===== src/rtl/rand_shuffle_pkg.sv =====
// rand_shuffle_pkg
//   Shared types and helpers for the rand_shuffle block.
//   - state_t  : controller states (IDLE, SHUFFLE, EMIT)
//   - MASK_W   : width of the mask helper; covers every index for LEN <= 64
//   - mask_for : smallest all-ones value >= i, used to bound rejection sampling
package rand_shuffle_pkg;

  localparam int MASK_W = 6;

  typedef enum logic [1:0] {
    IDLE    = 2'd0,
    SHUFFLE = 2'd1,
    EMIT    = 2'd2
  } state_t;

  // Smear the highest set bit downwards; the result is the smallest 2^m-1
  // that is >= i (0 maps to 0, 1 to 1, 2 to 3, 5 to 7, ...).
  function automatic logic [MASK_W-1:0] mask_for(input logic [MASK_W-1:0] i);
    logic [MASK_W-1:0] m;
    m = i | (i >> 1);
    m = m | (m >> 2);
    m = m | (m >> 4);
    return m;
  endfunction

endpackage


===== src/rtl/rand_shuffle.sv =====
// rand_shuffle
//   Fisher-Yates shuffle of the symbols 0..LEN-1 driven by an external LFSR
//   word, followed by a valid/ready stream of the resulting permutation.
// Ports:
//   clock        in   system clock, posedge
//   reset        in   synchronous active-high reset
//   start        in   begin a new shuffle (sampled in IDLE only)
//   rand_in      in   current LFSR state word
//   rand_advance out  step the LFSR; high on every cycle rand_in is consumed
//   busy         out  high whenever not IDLE
//   out_valid    out  element available
//   out_ready    in   consumer accepts the element
//   out_data     out  permutation element
//   out_last     out  marks the final element
module rand_shuffle
  import rand_shuffle_pkg::*;
#(
  parameter  int LEN        = 9,
  parameter  int RAND_WIDTH = 16,
  localparam int IDX_W      = $clog2(LEN)
) (
  input  logic                  clock,
  input  logic                  reset,
  input  logic                  start,
  input  logic [RAND_WIDTH-1:0] rand_in,
  output logic                  rand_advance,
  output logic                  busy,
  output logic                  out_valid,
  input  logic                  out_ready,
  output logic [IDX_W-1:0]      out_data,
  output logic                  out_last
);

  state_t           r_state;
  state_t           w_state_next;
  logic [IDX_W-1:0] r_perm      [0:LEN-1];
  logic [IDX_W-1:0] w_perm_next [0:LEN-1];
  logic [IDX_W-1:0] r_i;
  logic [IDX_W-1:0] r_k;
  logic [IDX_W-1:0] r_out_data;
  logic             r_out_last;

  logic [MASK_W-1:0] w_j_wide;
  logic [IDX_W-1:0]  w_j;
  logic [IDX_W-1:0]  w_k_inc;
  logic              w_load;
  logic              w_accept;

  // Only the low IDX_W bits of the LFSR word are used as the draw.
  generate
    if (RAND_WIDTH > IDX_W) begin : g_rand_hi
      logic w_unused_rand_hi;
      assign w_unused_rand_hi = ^rand_in[RAND_WIDTH-1:IDX_W];
    end
  endgenerate

  // The comparison is done at mask width so a masked draw above i is caught
  // even when it does not fit a valid perm index.
  assign w_j_wide = MASK_W'(rand_in[IDX_W-1:0]) & mask_for(MASK_W'(r_i));
  assign w_j      = w_j_wide[IDX_W-1:0];
  assign w_accept = (r_state == SHUFFLE) && (w_j_wide <= MASK_W'(r_i));
  assign w_load   = (r_state == IDLE) && start;
  assign w_k_inc  = r_k + IDX_W'(1);

  // Per-element next value: identity on reset/start, otherwise the swap of
  // perm[i] and perm[j] on an accepted draw (j==i leaves the array alone).
  generate
    for (genvar gi = 0; gi < LEN; gi++) begin : g_perm
      always_comb begin
        w_perm_next[gi] = r_perm[gi];
        if (reset || w_load) begin
          w_perm_next[gi] = IDX_W'(gi);
        end else if (w_accept) begin
          if (IDX_W'(gi) == r_i) begin
            w_perm_next[gi] = r_perm[w_j];
          end else if (IDX_W'(gi) == w_j) begin
            w_perm_next[gi] = r_perm[r_i];
          end
        end
      end
    end
  endgenerate

  always_ff @(posedge clock) begin
    r_perm <= w_perm_next;
  end

  always_ff @(posedge clock) begin
    if (reset) begin
      r_state <= IDLE;
    end else begin
      r_state <= w_state_next;
    end
  end

  always_comb begin
    w_state_next = r_state;
    rand_advance = 1'b0;
    busy         = 1'b1;
    out_valid    = 1'b0;
    unique case (r_state)
      IDLE: begin
        busy = 1'b0;
        if (start) w_state_next = SHUFFLE;
      end
      SHUFFLE: begin
        rand_advance = 1'b1;
        if (w_accept && (r_i == IDX_W'(1))) w_state_next = EMIT;
      end
      EMIT: begin
        out_valid = 1'b1;
        if (out_ready && r_out_last) w_state_next = IDLE;
      end
      default: w_state_next = IDLE;
    endcase
  end

  // Index counters and the registered output element. On the final accept
  // the first element is taken from the post-swap array so out_data is
  // already correct in the first EMIT cycle.
  always_ff @(posedge clock) begin
    if (reset) begin
      r_i        <= '0;
      r_k        <= '0;
      r_out_data <= '0;
      r_out_last <= 1'b0;
    end else begin
      unique case (r_state)
        IDLE: begin
          if (start) r_i <= IDX_W'(LEN - 1);
        end
        SHUFFLE: begin
          if (w_accept) begin
            if (r_i == IDX_W'(1)) begin
              r_k        <= '0;
              r_out_data <= w_perm_next[0];
              r_out_last <= 1'b0;
            end else begin
              r_i <= r_i - IDX_W'(1);
            end
          end
        end
        EMIT: begin
          if (out_ready) begin
            if (r_out_last) begin
              r_k        <= '0;
              r_out_data <= '0;
              r_out_last <= 1'b0;
            end else begin
              r_k        <= w_k_inc;
              r_out_data <= r_perm[w_k_inc];
              r_out_last <= (w_k_inc == IDX_W'(LEN - 1));
            end
          end
        end
        default: ;
      endcase
    end
  end

  assign out_data = r_out_data;
  assign out_last = r_out_last;

endmodule


===== config.mk =====
export PLATFORM = sky130hd
export DESIGN_NAME = rand_shuffle
export DESIGN_NICKNAME = d
export VERILOG_FILES = /design/src/rtl/rand_shuffle_pkg.sv /design/src/rtl/rand_shuffle.sv
export SDC_FILE = /design/constraint.sdc
export NUM_CORES = 1
export LEC_CHECK = 0
export CAP_MARGIN = 20
export CORE_MARGIN = 3
export CORE_UTILIZATION = 60
export DETAILED_ROUTE_END_ITERATION = 8
export GPL_TIMING_DRIVEN = 0
export PLACE_DENSITY_LB_ADDON = 0.15
export REMOVE_ABC_BUFFERS = 1
export SLEW_MARGIN = 10
export SYNTH_ARGS = -nofsm -noshare
export SYNTH_HDL_FRONTEND = slang
export SYNTH_SLANG_ARGS = --single-unit

===== constraint.sdc =====
create_clock -name clock -period 5.32 [get_ports clock]
set_input_delay 1.33 -clock clock [delete_from_list [all_inputs] [get_ports clock]]
set_output_delay 1.33 -clock clock [all_outputs]
set_load 0.02 [all_outputs]

[Word-level counts from Yosys, hierarchy flattened]
Index checks and enable logic that the tools add are counted.
Word-level totals
  register bits: 51
  bits of input ports: 20
  output and inout port bits: 8
  word-level logic and storage cells: 138
Cells by class
  add/subtract/negate cells: 2
  $lt $le $gt $ge: 4
  equality and inequality tests: 27
  muxes and demuxes: 55
  bitwise gates (word level): 7
  reduce and logical (&&, ||, !) cells: 29
Operator list (number)
  $mux 4: 37
  $bmux 4 s4: 3
  $eq 3x4->1 const A: 8
  $pmux 4 s2: 3
  $reduce_bool 2->1: 10
  $eq 2x4->1 const A: 4
  $reduce_and 2->1: 8
  $ge 5x5->1 const B: 3
  $not 4->5: 3
  $ne 2x2->1 const B: 5
  $eq 1x4->1 const A: 2
  $eq 4x4->1 const A: 2
  $logic_not 4->1: 2
  $reduce_and 4->1: 2
  $mux 1: 7
  $mux 2: 3
  $pmux 2 s3: 1
  $add 4x1->4 const B: 1
  $and 4x4->4: 1
  $eq 4x1->1 const B: 1
  $eq 4x4->1 const B: 1
  $le 4x4->1: 1
  $logic_and 1x1->1: 4
  $ne 2x1->1 const B: 2
  other kinds (10): 10

[Logic depth before layout (Yosys ltp)]
  word-level depth: 14
  gate-level depth with buffers: 17
  depth with buffers taken out: 12

[Worst setup path before layout]
Ideal clock, no wire load.
  path kind: input port to flip-flop
  start: input rand_in[1]
  end: register r_perm[27] in the netlist's numbering
  data arrival time: 3.774 ns
  data required time: 5.184 ns
  slack: 1.410 ns
  cell stages on the path: 11
  buffers on the path: 2
  cells stage by stage: buf_2 > o31ai_1 > inv_1 > ha_1 > nor2b_1 > o32ai_1 > o21ai_0 > clkbuf_1 > a21oi_1 > mux2i_1 > o32ai_1
On the way
  word-level cells in the longest chain between the ends: 6
  elaborated cells between the ends (all ways): 11
  those cells by class: order compare: 1; eq/ne: 1; mux: 4; bitwise: 2; reduce/logical: 3
RTL lines
  start, declared: line rand_shuffle.sv:25  | input logic [RAND_WIDTH-1:0] rand_in,
  $and 4x4->4 *: line rand_shuffle.sv:59  | assign w_j_wide = MASK_W'(rand_in[IDX_W-1:0]) & mask_for(MASK_W'(r_i));
  $not 4->5 (implied by the code): line rand_shuffle.sv:75  | w_perm_next[gi] = r_perm[w_j];
  $bmux 4 s4: line rand_shuffle.sv:75
  $mux 4 (implied by the code) (2 in a row): line rand_shuffle.sv:75
  $mux 4: line rand_shuffle.sv:74  | if (IDX_W'(gi) == r_i) begin
  end signal, assigned: line rand_shuffle.sv:85  | r_perm <= w_perm_next;
  end, declared: line rand_shuffle.sv:36  | logic [IDX_W-1:0] r_perm [0:LEN-1];
Mark *: on every way between the ends. The rest lies on a longest branch, timed or not. The select of a mux whose other input is x is not followed.
A chain may end at the register's enable or synchronous reset.

[Worst setup path in the final report]
  start: input rand_in[1]
  end: register r_out_data[1] (netlist: out_data[1])
On the way
  word-level cells in the longest chain between the ends: 11
  elaborated cells between the ends (all ways): 17
  those cells by class: order compare: 1; eq/ne: 1; mux: 10; bitwise: 2; reduce/logical: 3
RTL lines
  $and 4x4->4 *: line rand_shuffle.sv:59
  $not 4->5 (implied by the code): line rand_shuffle.sv:75
  $bmux 4 s4: line rand_shuffle.sv:75
  $mux 4 (implied by the code) (2 in a row): line rand_shuffle.sv:75
  $mux 4: line rand_shuffle.sv:74
  $mux 4: line rand_shuffle.sv:73  | end else if (w_accept) begin
  $mux 4: line rand_shuffle.sv:71  | if (reset || w_load) begin
  $mux 4: line rand_shuffle.sv:134  | if (r_i == IDX_W'(1)) begin
  $mux 4: line rand_shuffle.sv:133  | if (w_accept) begin
  $pmux 4 s2: line rand_shuffle.sv:128  | unique case (r_state)
  end signal, assigned: line rand_shuffle.sv:136  | r_out_data <= w_perm_next[0];
  end signal, assigned: line rand_shuffle.sv:151  | r_out_data <= r_perm[w_k_inc];
  end, declared: line rand_shuffle.sv:40  | logic [IDX_W-1:0] r_out_data;
Marked as above.

==> impl.org <==
** Timing
- Final max-slew violation count :: 0
- Total setup violations reported at the end of the flow :: 0
- Setup total negative slack on the finished layout was measured at 0 ns.
- Skew final :: 0.0111 ns
- The worst path in the final design needs a cycle of roughly 4.9 ns, including I/O delays and setup.
- For the pin with the worst max-slew slack, the measured transition is around 1.1 ns.
- In this run the tightest slew margin relative to its limit is between 20% and 30%.
- The number of hold violations in the final report came to 0.
- RSZ-0062 raised after global routing :: no
- Highest clock frequency the design can meet :: 205 MHz
- Final cycle utilization of the critical path :: 91.9%

** Cells and area
- The sequential cells in the finished layout cover a total of just over 0.001 mm^2.
- In the final layout, the share of cells above drive strength 1 is around 8.3%.
- Measured on the finished design, the core utilization comes to between 60% and 70%.
- # fillers :: around 550
- P&R area growth vs syn :: 6.69%
- For this run, the post-layout net count is slightly below 500.
- Area of combinational cells with multiple inputs :: approximately 0.0026 mm^2
- Post-Layout Cell Count :: about 540
- The number of antenna diodes in the final layout is 0.

** Synthesis
- The mapped netlist covers between 0.003 and 0.004 mm^2.
- The top cell type by area accounts for a little over a quarter of the synthesized area.
- Synthesized area per cell :: ~8.0 um^2
- #FFs+latches synth :: about 50
- The most used flip-flop cell after synthesis is sky130_fd_sc_hd__dfxtp_1.
- Cell types with the largest area share after synthesis :: sky130_fd_sc_hd__dfxtp_1 (27%), sky130_fd_sc_hd__mux2i_1 (7.0%), sky130_fd_sc_hd__a21oi_1 (6.6%)
- For this run, the number of Yosys warnings is 0.
- Counting flops with an async set or reset pin after synthesis yields a share of 0%.
- Largest area contributor in the netlist :: sky130_fd_sc_hd__dfxtp_1
- After technology mapping, the gate count stands at roughly 470.
- Yosys mapped a number of flops with a built-in enable equal to 0.
- Synthesis instantiated 65 different standard cells from the library.
- Sequential cells were found to cover 27.3% of the synthesized design area.

** Place
- Routability-driven placement finished with a final weighted congestion of roughly 0.99.
- Port Buffers :: 15
- Once placement completed, the tool counted placed cells totaling around 540.
- Summed over all nets, the half-perimeter wirelength after detailed placement is about 8.5 mm.

** Die
- Site Rows :: 28
- For this configuration, the core starts out at a cell density of 62.5%.
- The floorplan step set the die height to 85.0 um.
- Placeable core region :: around 0.006 mm^2
- Number of I/O pins :: 28
- From left edge to right edge, the die measures approximately 85 um.
- The floorplan step defined a die boundary enclosing 0.00722 mm^2.

** Route
- Residual antenna-violating net count after detailed routing :: 0
- Dividing the detail-routed via count by the number of cells gives slightly above 7.
- Across all layers, the routed design uses between 3000 and 4000 vias.
- Pre-Repair DR Iteration Count :: 5
- Routed length per instance :: 22.0 um
- Met2 WL post-DR :: slightly above 5 mm
- Final wirelength :: 12.0 mm
- In the final routing, the length of wire on met1 measures about 4.8 mm.
- Number of DRC markers after the initial detailed-route iteration :: 461
- After detailed routing, the number of remaining DRC violations is 0.
- Summed over all nets, wire length on met3 after detailed routing comes to about 1.5 mm.
- Highest metal layer with signal wires :: met4

** CTS
- After clock tree synthesis, the setup repair step added 0 buffers.
- In this run, CTS created clock tree buffers numbering 5.
- Clock-pin slew on the worst setup and hold paths :: roughly 0.090 ns
- Clock H-tree levels :: 2
- Clock latency of the later-clocked register in the worst-skew pair :: between 0.3 and 0.4 ns
- Hold repair after CTS inserted 0 buffers.
- Clock buffer depth :: 2
- # resized after CTS :: 0
- CTS tree :: done
- Clock tree synthesis selected as its root buffer the cell sky130_fd_sc_hd__clkbuf_8.
- The clock net in this run drives a total of 51 sinks.

** Power and ir drop
- PD cells :: 498 mW/mm^2
- The analysis attributes to cell leakage a power of 1.39 nW.
- Worst voltage drop across the vdd grid :: ~0.46 mV
- Power Total :: a little under 2 mW

** Worst hold path
- The path class of the tightest hold or removal check is reg2reg.

** Worst setup path
- The largest individual stage delay along the critical path comes from the cell sky130_fd_sc_hd__clkdlybuf4s50_1.
- Data on the critical path arrives at its endpoint at roughly 5.1 ns.
- Of all nets on the critical path, the largest fanout is 10.
- The worst setup path is captured at a flip-flop.
- Chain of cells forming the critical path :: clkdlybuf4s50_1 > o31ai_1 > inv_1 > ha_1 > nor2b_1 > o32ai_1 > o21a_1 > a21boi_0 > buf_2 > nor2_1 > a22oi_1 > o32ai_2
- At the worst endpoint, the required time is 5.54 ns.
- On the worst path, the slowest cell contributes a delay of between 0.6 and 0.7 ns.
- The worst setup path is launched from an input pin.
- By startpoint and endpoint, the worst setup path is classified as in2reg.

** Global route
- The first global-routing pass estimated approximately 19 mm of wire.
- Global routing used 33.6% of the available tracks across all layers.
- The number of antenna violations at the first check in global routing came to 0.
- Vias in the first global route :: ~3600
- Global routing finished with a remaining overflow of 0.
- Largest net degree at the start of global routing :: 25

** Status
- The flow ran to the end, and the final reports show no timing, DRC or antenna violations.

** Job
- Maximum Capacitance Violations :: 0
## stage by stage
step	hold slack (ns)	setup WS, ns	cell area [um^2]
2_1_floorplan	0.455	0.773	3620
4_1_cts	0.508	0.457	3990
5_1_grt	0.545	0.107	3990
6_report	0.505	0.432	3990
3_5_place_dp	0.493	0.215	3900
3_3_place_gp	0.465	-1.17	3870
## final cells by class
cell class	count	area share, %
multi-input combinational	381	64.3
sequential	51	25.6
timing repair buffer	18	4.54
tap	75	2.35
clock buffer	6	2.07
inverter	11	1.03
clock inverter	1	0.125
## critical path: cells and delay by family
kind / cells / cell delay, ns
AO/OA/AOI/OAI: 6 / 1.81
AND/OR/NAND/NOR: 2 / 0.40
buffers and inverters: 3 / 1.21
adder cells (fa/ha/maj): 1 / 0.37
## worst paths after layout
check	start	slack, ns	to	cells past startpoint
worst min-delay path	r_k[3]	0.50	r_k[3]	2
worst min register to register	r_k[3]	0.50	r_k[3]	2
worst max register to register	r_i[1]	0.78	out_data[3]	13
worst max-delay path	rand_in[1]	0.43	out_data[1]	12
## metal layers
metal | up-vias | GRT usage, %
li1 | 1746 | -
met1 | 1793 | 45.9
met2 | 286 | 48.4
met3 | 60 | 7.77
met4 | 0 | 19.3
met5 | - | 0
## cells by family (layout without fill, tap and decap cells)
family	Yosys count	count (layout)	synth area share, %
muxes	41	41	14.5
xor gates and xnor gates	5	5	1.17
DFF	51	51	27.3
and+or+nand+nor	160	160	20.4
adders and majority gates	9	9	3.01
buffers and inverters	36	36	4.31
AOI/OAI and AO/OA	166	166	29.4
## synth_stat cells (3+ instances only)
| library cell | n |
|---|---|
| sky130_fd_sc_hd__a211o_1 | 3 |
| sky130_fd_sc_hd__a211oi_1 | 3 |
| sky130_fd_sc_hd__a21o_1 | 7 |
| sky130_fd_sc_hd__a21oi_1 | 49 |
| sky130_fd_sc_hd__a22oi_1 | 4 |
| sky130_fd_sc_hd__a31oi_1 | 8 |
| sky130_fd_sc_hd__and2_1 | 3 |
| sky130_fd_sc_hd__and3_1 | 4 |
| sky130_fd_sc_hd__buf_2 | 6 |
| sky130_fd_sc_hd__clkbuf_1 | 14 |
| sky130_fd_sc_hd__dfxtp_1 | 51 |
| sky130_fd_sc_hd__ha_1 | 9 |
| sky130_fd_sc_hd__inv_1 | 10 |
| sky130_fd_sc_hd__mux2_2 | 5 |
| sky130_fd_sc_hd__mux2i_1 | 26 |
| sky130_fd_sc_hd__mux4_2 | 10 |
| sky130_fd_sc_hd__nand2_1 | 56 |
| sky130_fd_sc_hd__nand2b_1 | 8 |
| sky130_fd_sc_hd__nand3_1 | 16 |
| sky130_fd_sc_hd__nand3b_1 | 3 |
| sky130_fd_sc_hd__nor2_1 | 38 |
| sky130_fd_sc_hd__nor2b_1 | 4 |
| sky130_fd_sc_hd__nor3_1 | 14 |
| sky130_fd_sc_hd__o211a_1 | 3 |
| sky130_fd_sc_hd__o211ai_1 | 9 |
| sky130_fd_sc_hd__o21a_1 | 5 |
| sky130_fd_sc_hd__o21ai_0 | 40 |
| sky130_fd_sc_hd__o221ai_1 | 4 |
| sky130_fd_sc_hd__o22a_1 | 3 |
| sky130_fd_sc_hd__o22ai_1 | 6 |
| sky130_fd_sc_hd__o31ai_1 | 3 |
| sky130_fd_sc_hd__xnor2_1 | 4 |
## state kept, by name, summed over array words and instances (netlist names)
signal	cells
r_state	2
r_k	4
out_data	4
r_perm	36
r_i	4
out_last	1
## cell usage in the layout, fill, tap and decap left out, types with 4 or more instances in the layout
| master | n |
|---|---|
| sky130_fd_sc_hd__a21oi_1 | 49 |
| sky130_fd_sc_hd__mux4_2 | 10 |
| sky130_fd_sc_hd__o21ai_0 | 39 |
| sky130_fd_sc_hd__ha_1 | 9 |
| sky130_fd_sc_hd__mux2_2 | 5 |
| sky130_fd_sc_hd__a31oi_1 | 8 |
| sky130_fd_sc_hd__nor2b_1 | 4 |
| sky130_fd_sc_hd__a21o_1 | 7 |
| sky130_fd_sc_hd__nor3_1 | 14 |
| sky130_fd_sc_hd__and3_1 | 4 |
| sky130_fd_sc_hd__mux2i_1 | 26 |
| sky130_fd_sc_hd__nand3_1 | 16 |
| sky130_fd_sc_hd__clkbuf_8 | 6 |
| sky130_fd_sc_hd__o21a_1 | 5 |
| sky130_fd_sc_hd__nand2b_1 | 8 |
| sky130_fd_sc_hd__a22oi_1 | 4 |
| sky130_fd_sc_hd__xnor2_1 | 4 |
| sky130_fd_sc_hd__nand2_1 | 56 |
| sky130_fd_sc_hd__dfxtp_1 | 50 |
| sky130_fd_sc_hd__clkdlybuf4s50_1 | 15 |
| sky130_fd_sc_hd__nor2_1 | 37 |
| sky130_fd_sc_hd__o221ai_1 | 4 |
| sky130_fd_sc_hd__o211ai_1 | 9 |
| sky130_fd_sc_hd__inv_1 | 10 |
| sky130_fd_sc_hd__o22ai_1 | 6 |
## power by group
part	leakage [nW]	internal (mW)	switching, mW
Clock	0.0470	0.102	0.131
Combinational	0.930	0.384	0.822
Sequential	0.413	0.426	0.122
No activity file was read; power rests on OpenSTA's default activity.
